**config.mk**
```make
export PLATFORM = sky130hd
export DESIGN_NAME = mult_job_sequencer
export DESIGN_NICKNAME = d
export VERILOG_FILES = /design/src/rtl/mult_job_sequencer.sv
export SDC_FILE = /design/constraint.sdc
export NUM_CORES = 1
export LEC_CHECK = 0
export CAP_MARGIN = 10
export CORE_MARGIN = 2
export CORE_UTILIZATION = 35
export CTS_CLUSTER_SIZE = 14
export DETAILED_ROUTE_END_ITERATION = 8
export GPL_ROUTABILITY_DRIVEN = 0
export RECOVER_POWER = 25
export SYNTH_ARGS = -nofsm -noshare
export SYNTH_HDL_FRONTEND = slang
export SYNTH_SLANG_ARGS = --single-unit
```
**constraint.sdc**
```tcl
create_clock -name Clock -period 8.8 [get_ports Clock]
set_clock_uncertainty 0.15 [all_clocks]
set_input_delay 1.76 -clock Clock [delete_from_list [all_inputs] [get_ports Clock]]
set_output_delay 1.76 -clock Clock [all_outputs]
set_load 0.05 [all_outputs]
```
**src/rtl/mult_job_sequencer.sv**
```systemverilog
// Feeds operand pairs from a small FIFO into a shift-add 8x8 multiplier one job at a time,
// collects each product with a sequence tag, and aborts jobs the multiplier never finishes.
`timescale 1ns/1ps
module mult_job_sequencer #(
  parameter int DEPTH   = 4,
  parameter int TAG_W   = 4,
  parameter int TIMEOUT = 64
) (
  input  logic             Clock,
  input  logic             Reset,
  input  logic             In_Valid,
  output logic             In_Ready,
  input  logic [7:0]       In_A,
  input  logic [7:0]       In_B,
  output logic             Mul_Start,
  output logic [7:0]       Mul_Multiplicando,
  output logic [7:0]       Mul_Multiplicador,
  input  logic [16:0]      Mul_Producto,
  input  logic             Mul_Ready,
  output logic             Out_Valid,
  input  logic             Out_Ready,
  output logic [16:0]      Out_Producto,
  output logic [TAG_W-1:0] Out_Tag,
  output logic             Out_Err,
  output logic             Busy
);

  localparam int AW  = $clog2(DEPTH);
  localparam int WDW = $clog2(TIMEOUT) + 1;

  typedef enum logic [2:0] {
    S_IDLE, S_ISSUE, S_WAIT_ACK, S_WAIT_DONE, S_CAPTURE, S_OUTPUT
  } state_t;

  state_t           state_q, state_d;
  logic [AW:0]      wr_ptr_q, wr_ptr_d, rd_ptr_q, rd_ptr_d;
  logic [15:0]      mem_q [DEPTH];
  logic [15:0]      head;
  logic [AW:0]      count;
  logic             full, empty, push, pop, timeout;
  logic [7:0]       op_a_q, op_a_d, op_b_q, op_b_d;
  logic [16:0]      prod_q, prod_d;
  logic [TAG_W-1:0] out_tag_q, out_tag_d, tag_q, tag_d;
  logic             err_q, err_d, vld_q, vld_d, ack_hi_q, ack_hi_d;
  logic [WDW-1:0]   wdog_q, wdog_d;

  // Extra pointer bit distinguishes full from empty; In_Ready depends only on registered pointers.
  assign count   = wr_ptr_q - rd_ptr_q;
  assign full    = (count == (AW+1)'(DEPTH));
  assign empty   = (count == '0);
  assign push    = In_Valid && !full;
  assign head    = mem_q[rd_ptr_q[AW-1:0]];
  assign timeout = (wdog_q == WDW'(TIMEOUT - 1));
  assign wr_ptr_d = wr_ptr_q + (AW+1)'(push);
  assign rd_ptr_d = rd_ptr_q + (AW+1)'(pop);

  always_ff @(posedge Clock) begin
    if (push) mem_q[wr_ptr_q[AW-1:0]] <= {In_A, In_B};
  end

  always_comb begin
    state_d   = state_q;
    op_a_d    = op_a_q;
    op_b_d    = op_b_q;
    prod_d    = prod_q;
    out_tag_d = out_tag_q;
    tag_d     = tag_q;
    err_d     = err_q;
    vld_d     = vld_q;
    wdog_d    = wdog_q;
    ack_hi_d  = ack_hi_q;
    pop       = 1'b0;
    case (state_q)
      S_IDLE: begin
        if (!empty && Mul_Ready) begin
          op_a_d  = head[15:8];
          op_b_d  = head[7:0];
          state_d = S_ISSUE;
        end
      end
      S_ISSUE: begin
        wdog_d   = '0;
        ack_hi_d = 1'b0;
        state_d  = S_WAIT_ACK;
      end
      S_WAIT_ACK, S_WAIT_DONE: begin
        wdog_d = wdog_q + WDW'(1);
        if (state_q == S_WAIT_ACK) begin
          // Ready never dropping for two cycles means the job completed instantly.
          if (!Mul_Ready)    state_d = S_WAIT_DONE;
          else if (ack_hi_q) state_d = S_CAPTURE;
          else               ack_hi_d = 1'b1;
        end else if (Mul_Ready) begin
          state_d = S_CAPTURE;
        end
        if (timeout && state_d != S_CAPTURE) begin
          prod_d    = '0;
          err_d     = 1'b1;
          out_tag_d = tag_q;
          tag_d     = tag_q + TAG_W'(1);
          pop       = 1'b1;
          vld_d     = 1'b1;
          state_d   = S_OUTPUT;
        end
      end
      S_CAPTURE: begin
        prod_d    = Mul_Producto;
        err_d     = 1'b0;
        out_tag_d = tag_q;
        tag_d     = tag_q + TAG_W'(1);
        pop       = 1'b1;
        vld_d     = 1'b1;
        state_d   = S_OUTPUT;
      end
      S_OUTPUT: begin
        if (Out_Ready) begin
          vld_d   = 1'b0;
          state_d = S_IDLE;
        end
      end
      default: state_d = S_IDLE;
    endcase
  end

  always_ff @(posedge Clock or negedge Reset) begin
    if (!Reset) begin
      state_q   <= S_IDLE;
      wr_ptr_q  <= '0;
      rd_ptr_q  <= '0;
      op_a_q    <= '0;
      op_b_q    <= '0;
      prod_q    <= '0;
      out_tag_q <= '0;
      tag_q     <= '0;
      err_q     <= 1'b0;
      vld_q     <= 1'b0;
      wdog_q    <= '0;
      ack_hi_q  <= 1'b0;
    end else begin
      state_q   <= state_d;
      wr_ptr_q  <= wr_ptr_d;
      rd_ptr_q  <= rd_ptr_d;
      op_a_q    <= op_a_d;
      op_b_q    <= op_b_d;
      prod_q    <= prod_d;
      out_tag_q <= out_tag_d;
      tag_q     <= tag_d;
      err_q     <= err_d;
      vld_q     <= vld_d;
      wdog_q    <= wdog_d;
      ack_hi_q  <= ack_hi_d;
    end
  end

  assign In_Ready          = !full;
  assign Mul_Start         = (state_q == S_ISSUE);
  assign Mul_Multiplicando = op_a_q;
  assign Mul_Multiplicador = op_b_q;
  assign Out_Valid         = vld_q;
  assign Out_Producto      = prod_q;
  assign Out_Tag           = out_tag_q;
  assign Out_Err           = err_q;
  assign Busy              = (state_q != S_IDLE) || !empty;

endmodule
```
==> out/qor.yml, run 1 <==
status: "complete, but fails checks"
violations: "capacitance limit, slew limit"
met3_usage_pct: 5.40
power_density_nw_per_um2: 403
critPathArrivalTime_ns: 3.04
pwr-share-clk_pct: 24.1
holdBufCountCts: 0
dpl_cell_area_um2: 6030
synth_seq_cells: 124
end_kind: "output pin"
synth_top_area_share_pct: 38.1
grt_max_degree: 61
timing.hold.ws_ns: 0.316
rsz0062_at_grt: "no"
insertion_delay_ns: 0.41
regArea_um2: 3420
die_h_um: 124
power_frac_seq_pct: 35.2
critical_path.cell_chain: "inv_1 -> ha_1 -> nor2b_1 -> xnor2_1 -> or2_2 -> nand3b_1 -> clkdlybuf4s50_1"
worstMarginPinSlew_ns: 3.38
relSlewSlack_pct: -125
htree_levels: 4
finalNetCount: 475
drt_iter0_markers: 102
fmax_mhz: 202
cts_buffer_depth: 2
yosysTopAreaCell: "edfxtp_1"
coreArea_um2: 14000
syn_to_final_growth_pct: 30.2
r2r_start: "rd_ptr_q[1]"
instances_no_fill: 619
grt_pass1_vias: 2987
critPathTopFamily: "flip-flops"
hold_depth: 1
power.leakage_nw: 2.50
p_sw_share_pct: 37.8
max_stage_delay_ns: 0.88
r2r_setup_slack_ns: 5.72
cts_resized: 0
place.port_buffers: 79
vdd_ir_drop_max_v: 0.000185
combPwrFrac_pct: 40.7
die_w_um: 124
tns_ns: 0
ant_nets: 0
mostFrequentLayoutCells: "edfxtp_1, clkdlybuf4s50_1, dfrtp_1, nand2_1, o21ai_0"
numCtsBuffers: 17
cp-start-kind: "flop"
cts_root_buffer: "clkbuf_16"
clkTransAtPathRegs_ns: 0.05
antenna_found_initial: 1
hold_viol_final: 0
initial_core_util_pct: 36.1
layout_commonest_cell: "edfxtp_1"
ys_warn_count: 0
synth_nets: 387
grt_first_pass_wirelength_um: 15200
cts_num_sinks: 124
r2r_end: "mem_q[2][1]"
final_layout_size_suffix_gt1_share_pct: 16.0
fill_cells: 1275
p_int_mw: 1.65
finalSetupViolCount: 0
critPathKind: "flop to output pin"
post_cts_buffers: 0
synthTopCellsByArea: "edfxtp_1, dfrtp_1, mux4_2"
drt_wl_total_um: 9530
synth_area_um2: 5050
multi_input_area_um2: 1520
drtPass1Iterations: 4
fin_crit_sh_pct: 56.3
grt_busiest_layer: "met2"
synth.avg_cell_area_um2: 14.9
cp_slowest_cell: "dfrtp_1"
fin_crit_ns: 4.95
top_level_ports: 80
worstHoldStart: "tag_q[3]"
switchingPower_mw: 1.00
grt.met1_usage_pct: 17.2
critical_path_required_ns: 6.89
ys_types: 45
drv_slew: 61
syn_inst: 339
critPathMaxFanout: 18
die_area_um2: 15400
crit_buf_inv: 2
synth-seq-area-share_pct: 67.8
overflow: 0
r2r_cells: 8
track_usage_pct: 13.5
drv_cap: 1
cts_tree: "done"
viasPerCell: 4.76
placedCellCount: 588
wl_per_cell_um: 15.4
design_area_um2: 6570
min_to: "tag_q[3]"
vias: 2949
drc: 0
hp-class: "flop to flop"
globalRouteMet2Util_pct: 21.0
dpl.hpwl_um: 6190
rows: 43
[per-stage QoR]
| stage | power, mW | utilization, % | setup WS, ns |
|---|---|---|---|
| after floorplan | 1.69 | - | 4.66 |
| after global placement | 2.02 | 43.1 | 4.22 |
| after detailed placement | 2.04 | 43.1 | 4.22 |
| after CTS | 2.69 | 47.0 | 3.77 |
| after global routing | 2.80 | 47.0 | 3.26 |
| final | 2.65 | 47.0 | 3.85 |
[metal layers]
layer / wire length, um / up-vias
li1: - / 1416
met1: 4330 / 1456
met2: 4560 / 70
met3: 585 / 7
met4: 56 / 0
met5: 0 / -
[registers in the layout (all words and copies together) (netlist names), 3 cells and up]
signal             cells
wr_ptr_q               3
Out_Producto          17
state_q                3
wdog_q                 7
rd_ptr_q               3
tag_q                  4
mem_q                 64
Out_Tag                4
Mul_Multiplicando      8
Mul_Multiplicador      8
[synth_stat cells (all sizes together)]
library cell  instances
a21oi                 4
clkbuf                6
nand2                52
and3                  2
nor3                  6
nand3b                1
mux4                 16
o31ai                 1
o211ai                1
inv                   9
nor4b                 1
o22ai                 1
ha                   10
nor3b                 2
o21ai                29
xnor2                 6
o21bai                1
mux2i                 1
nand2b                2
edfxtp               64
o21ba                 1
mux2                 21
a32o                  1
dfrtp                60
or3                   2
a41oi                 1
nand3                 6
a211oi                2
nand4                 1
xor2                  5
nor2b                 1
buf                  10
a21boi                2
or2                   2
nor2                  8
o2111ai               1
[logic make-up (layout without fill, tap and decap cells)]
logic type | Yosys count | after routing | synth area share [%]
flops | 124 | 124 | 67.8
simple gates | 86 | 86 | 8.18
compound gates | 45 | 45 | 5.28
mux | 38 | 38 | 12.0
buf+inv | 25 | 124 | 2.28
xor+xnor | 11 | 11 | 1.91
fa+ha+maj | 10 | 10 | 2.48
other cells | 0 | 1 | 0
[worst max-delay path by stage]
stage | startpoint | endpoint | cells after the start
2_1_floorplan | rd_ptr_q[1] | Busy | 8
3_3_place_gp | rd_ptr_q[1] | Busy | 7
3_5_place_dp | rd_ptr_q[1] | Busy | 7
4_1_cts | rd_ptr_q[1] | Busy | 7
5_1_grt | Reset | Mul_Multiplicador[4] | 2
6_report | rd_ptr_q[1] | Busy | 7
[power by group through the flow]
stage	logic (mW)	clock network [mW]	registers, mW
6_report	1.08	0.639	0.931
3_3_place_gp	1.08	0	0.935
4_1_cts	1.10	0.659	0.935
5_1_grt	1.16	0.683	0.957
2_1_floorplan	0.481	0	1.21
3_5_place_dp	1.10	0	0.944
[layout make-up]
| class | instances | share of cell area (%) |
|---|---|---|
| sequential | 124 | 52.1 |
| inverter | 9 | 0.514 |
| tap | 180 | 3.43 |
| clock inverter | 8 | 1.47 |
| multi-input combinational | 190 | 23.1 |
| antenna | 1 | 0.0381 |
| clock buffer | 22 | 6.76 |
| timing repair buffer | 85 | 12.6 |
No activity file was read; power rests on OpenSTA's default activity.
==> run 2, diff against run 1 <==
==> constraint.sdc (replaced) <==
create_clock -name Clock -period 4.2 [get_ports Clock]
set_clock_uncertainty 0.15 [all_clocks]
set_input_delay 0.84 -clock Clock [delete_from_list [all_inputs] [get_ports Clock]]
set_output_delay 0.84 -clock Clock [all_outputs]
set_load 0.05 [all_outputs]
==> run 2 against run 1 <==
  * The run still ends with capacitance limit, slew limit left
  * Worst setup slack worse by 3.3 ns
  * Clock power rose by 110%
  * First-iteration DRC count up 80%
  * Largest cell class unchanged
  * Worst hold slack improved by 0.0096 ns
  * Combinational power up 110%
  * Sequential cell count is the same
  * Register-to-register slack worse by 4.4 ns
  * Routed wire length is 2.5% higher
  * Highest routed layer unchanged
  * Critical path type unchanged
  * Sequential share of layout area decreased by 0.15 points
==> out/qor.yml, run 2 (synthesis gave the netlist of run 1 again) <==
status: "complete, but fails checks"
violations: "capacitance limit, slew limit"
critical_path_required_ns: 3.21
drc: 0
end_kind: "output pin"
drt_wl_total_um: 9770
power_density_nw_per_um2: 845
wl_per_cell_um: 15.7
syn_to_final_growth_pct: 30.6
insertion_delay_ns: 0.41
instances_no_fill: 621
worstHoldStart: "tag_q[3]"
regArea_um2: 3420
setup.worst_path.start: "wr_ptr_q[0]"
numCtsBuffers: 17
dpl.hpwl_um: 6260
worstMarginPinSlew_ns: 2.54
layout_commonest_cell: "edfxtp_1"
initial_core_util_pct: 36.1
grt_first_pass_wirelength_um: 15500
cts_resized: 0
placedCellCount: 589
cts_num_sinks: 124
die_area_um2: 15400
critPathMaxFanout: 4
coreArea_um2: 14000
place.port_buffers: 79
track_usage_pct: 13.9
clkTransAtPathRegs_ns: 0.05
relSlewSlack_pct: -69.4
worst_slack_ns: 0.586
final_layout_size_suffix_gt1_share_pct: 17.2
htree_levels: 4
overflow: 0
die_w_um: 124
drv_slew: 47
r2r_start: "state_q[2]"
fmax_mhz: 277
cp-start-kind: "flop"
mostFrequentLayoutCells: "edfxtp_1, clkdlybuf4s50_1, dfrtp_1, nand2_1, o21ai_0"
hp-class: "flop to flop"
drtPass1Iterations: 4
holdBufCountCts: 0
diodes: 0
multi_input_area_um2: 1520
fill_cells: 1263
fin_crit_sh_pct: 86.0
finalNetCount: 476
ant_nets: 0
die_h_um: 124
timing.hold.ws_ns: 0.326
cts_buffer_depth: 2
design_area_um2: 6590
viasPerCell: 4.84
critPathArrivalTime_ns: 2.62
critPathKind: "flop to output pin"
pre_cts_ws_ns: 1.02
fin_crit_ns: 3.61
antenna_found_initial: 0
tns_ns: 0
cts_root_buffer: "clkbuf_16"
grt_max_degree: 47
vdd_ir_drop_max_v: 0.000391
rsz0062_at_grt: "no"
hold_viol_final: 0
drt_iter0_markers: 184
finalSetupViolCount: 0
cts_tree: "done"
largest_reg_flops: 64
post_cts_buffers: 0
rows: 43
power.leakage_nw: 2.51
grt_pass1_vias: 3132
drv_cap: 1
dpl_cell_area_um2: 6040
vias: 3006
top_level_ports: 80
[run 2: cell count changes in the layout (fill, tap and decap cells not counted), sizes merged]
cell and change:
clkinvlp +2, buf +1, clkinv +3, bufinv -1, inv +1, clkbuf -3
diode -1
[run 2: final cells by class]
type,instances,area share [%]
Tap cell,180,3.42
Clock inverter,13,1.50
Inverter,9,0.513
Sequential cell,124,52.0
Timing Repair Buffer,86,12.7
Multi-Input combinational cell,190,23.0
Clock buffer,19,6.87
[run 2: worst max-delay path: stages, from the launching register on]
cell,delay [ns]
dfrtp_1,0.40
inv_1,0.11
ha_1,0.20
nor2b_1,0.13
xnor2_1,0.14
or2_2,0.35
nand3b_1,0.17
clkdlybuf4s50_1,0.71
[run 2: report_power, final]
part | internal [mW] | leakage, nW | total [mW] | switching (mW)
logic | 0.879 | 0.927 | 2.30 | 1.42
clock network | 0.832 | 0.261 | 1.34 | 0.506
registers | 1.71 | 1.33 | 1.93 | 0.211
total | 3.43 | 2.51 | 5.57 | 2.14
[run 2: final timing paths]
path                               endpoint  slack, ns  cells past startpoint
hold reg to reg                    tag_q[3]       0.33                      1
setup / recovery                       Busy       0.59                      7
min in group asynchronous   Out_Producto[3]       1.07                      1
setup reg to reg                 Out_Tag[1]       1.29                      6
max in group asynchronous  Out_Producto[15]       1.39                      1
hold / removal                     tag_q[3]       0.33                      1
[run 2: metal layers]
| metal | share of wire [%] | track usage (%) | vias to the layer above |
|---|---|---|---|
| li1 | - | - | 1418 |
| met1 | 43 | 16.5 | 1483 |
| met2 | 50 | 23.3 | 88 |
| met3 | 5.2 | 4.44 | 17 |
| met4 | 1.8 | 5.69 | 0 |
| met5 | 0 | 0 | - |
[run 2: stage by stage]
step	power, mW	utilization [%]
CTS	5.66	47.1
detailed placement	4.29	43.2
finish	5.57	47.1
global route	5.89	47.1
floorplan	3.53	-
global placement	4.24	43.2
==> run 3, diff against run 2 <==
--- a/config.mk
+++ b/config.mk
@@ -8,7 +8,7 @@
 export CAP_MARGIN = 10
 export CORE_MARGIN = 2
 export CORE_UTILIZATION = 35
-export CTS_CLUSTER_SIZE = 14
+export CTS_CLUSTER_SIZE = 25
 export DETAILED_ROUTE_END_ITERATION = 8
 export GPL_ROUTABILITY_DRIVEN = 0
 export RECOVER_POWER = 25
==> constraint.sdc (replaced) <==
create_clock -name Clock -period 4.3 [get_ports Clock]
set_clock_uncertainty 0.15 [all_clocks]
set_input_delay 0.86 -clock Clock [delete_from_list [all_inputs] [get_ports Clock]]
set_output_delay 0.86 -clock Clock [all_outputs]
set_load 0.05 [all_outputs]
==> run 3 against run 2 <==
  * The run still ends with capacitance limit, slew limit left
  * Highest routed layer unchanged
  * Utilization shrank 0.26 points
  * Critical path type unchanged
  * Sequential share of layout area grew 0.29 points
  * Die area is the same
  * Final area shrank 0.55%
==> out/qor.yml, run 3 (synthesis gave the netlist of run 1 again) <==
end_kind: "output pin"
die_h_um: 124
drv_cap: 1
crit_buf_inv: 2
vias: 3043
drtPass1Iterations: 4
antenna_found_initial: 0
power_frac_seq_pct: 34.9
clkTransAtPathRegs_ns: 0.05
htree_levels: 4
p_sw_share_pct: 38.7
tns_ns: 0
ant_nets: 0
post_cts_buffers: 0
combPwrFrac_pct: 41.9
power_density_nw_per_um2: 819
rsz0062_at_grt: "no"
placedCellCount: 589
status: "complete, but fails checks"
drc: 0
diodes: 0
power.total_mw: 5.37
drt_iter0_markers: 127
cts_root_buffer: "clkbuf_16"
vdd_ir_drop_max_v: 0.000442
fin_crit_sh_pct: 84.2
critical_path_required_ns: 3.29
grt_pass1_vias: 3192
cp-start-kind: "flop"
drv_slew: 46
syn_to_final_growth_pct: 29.9
critical_path.cell_chain: "inv_1 -> ha_1 -> nor2b_1 -> xnor2_1 -> or2_2 -> nand3b_1 -> clkdlybuf4s50_1"
grt_max_degree: 46
rows: 43
hold_viol_final: 0
overflow: 0
cts_tree: "done"
design_area_um2: 6550
finalSetupViolCount: 0
power.leakage_nw: 2.51
wl_per_cell_um: 15.8
place.port_buffers: 79
critPathTopFamily: "buffers and inverters"
worstMarginPinSlew_ns: 2.57
finalNetCount: 476
hp-class: "flop to flop"
track_usage_pct: 14.4
holdBufCountCts: 0
switchingPower_mw: 2.08
initial_core_util_pct: 36.1
cts_resized: 0
top_level_ports: 80
instances_no_fill: 620
layout_commonest_cell: "edfxtp_1"
insertion_delay_ns: 0.41
dpl_cell_area_um2: 6040
max_stage_delay_ns: 0.71
final_layout_size_suffix_gt1_share_pct: 16.6
violations: "capacitance limit, slew limit"
fmax_mhz: 276
numCtsBuffers: 17
cts_buffer_depth: 2
mostFrequentLayoutCells: "edfxtp_1, clkdlybuf4s50_1, dfrtp_1, nand2_1, o21ai_0"
pwr-share-clk_pct: 23.1
critPathKind: "flop to output pin"
dpl.hpwl_um: 6220
coreArea_um2: 14000
critPathArrivalTime_ns: 2.61
cp_slowest_cell: "clkdlybuf4s50_1"
grt_first_pass_wirelength_um: 16400
drt_wl_total_um: 9820
largest_reg_flops: 64
final_core_util_pct: 46.8
cts_num_sinks: 124
die_w_um: 124
viasPerCell: 4.91
relSlewSlack_pct: -71.3
p_int_mw: 3.29
critPathMaxFanout: 4
fin_crit_ns: 3.62
die_area_um2: 15400
[run 3: changes by cell type in the layout (fill, tap and decap cells not counted), sizes merged]
cell	before	now
clkbuf	20	24
clkinvlp	4	1
bufinv	1	0
inv	10	9
[run 3: power by group through the flow]
stage / Combinational (mW) / Sequential (mW) / Clock, mW
after floorplan: 0.983 / 2.47 / 0
after global placement: 2.26 / 1.88 / 0
after detailed placement: 2.29 / 1.90 / 0
after CTS: 2.29 / 1.88 / 1.27
after global routing: 2.43 / 1.92 / 1.33
final: 2.25 / 1.87 / 1.24
[run 3: worst reg2reg max path: stages, from the launching register on]
cell,delay [ns]
dfrtp_1,0.45
inv_1,0.24
ha_1,0.69
nor3b_2,0.32
buf_4,0.26
nand2b_1,0.32
mux2_1,0.36
[run 3: path summary, 6_finish.rpt]
kind                                   from         endpoint  slack (ns)  cells past startpoint
worst max-delay path            wr_ptr_q[0]             Busy        0.68                      7
worst min-delay path               tag_q[3]         tag_q[3]        0.31                      1
worst max register to register   state_q[2]       Out_Tag[1]        1.39                      6
worst min register to register     tag_q[3]         tag_q[3]        0.31                      1
max in group asynchronous             Reset       Out_Tag[1]        1.44                      1
min in group asynchronous             Reset  Out_Producto[3]        1.10                      1
[run 3: per-stage QoR]
| stage | hold WS (ns) | setup slack [ns] |
|---|---|---|
| floorplan | 0.293 | 0.620 |
| global placement | 0.311 | 1.15 |
| detailed placement | 0.312 | 1.10 |
| CTS | 0.321 | 0.643 |
| global route | 0.360 | 0.542 |
| finish | 0.313 | 0.677 |
[run 3: final cells by class]
cell class / instances / area, um^2
fillers: 1258 / 7440
flip-flops and latches: 124 / 3420
multi-input cells: 190 / 1520
repair buffers: 86 / 837
clock buffers: 23 / 468
well taps: 180 / 225
clock inverters: 8 / 47.5
inverters: 9 / 33.8
[run 3: layer usage]
layer	vias up	share of wire (%)	global-route usage [%]	routed length, um
met2	98	49	23.5	4790
met5	-	0	0	0
li1	1411	-	-	-
met3	16	5.1	3.94	505
met1	1518	44	17.8	4360
met4	0	1.7	6.88	166
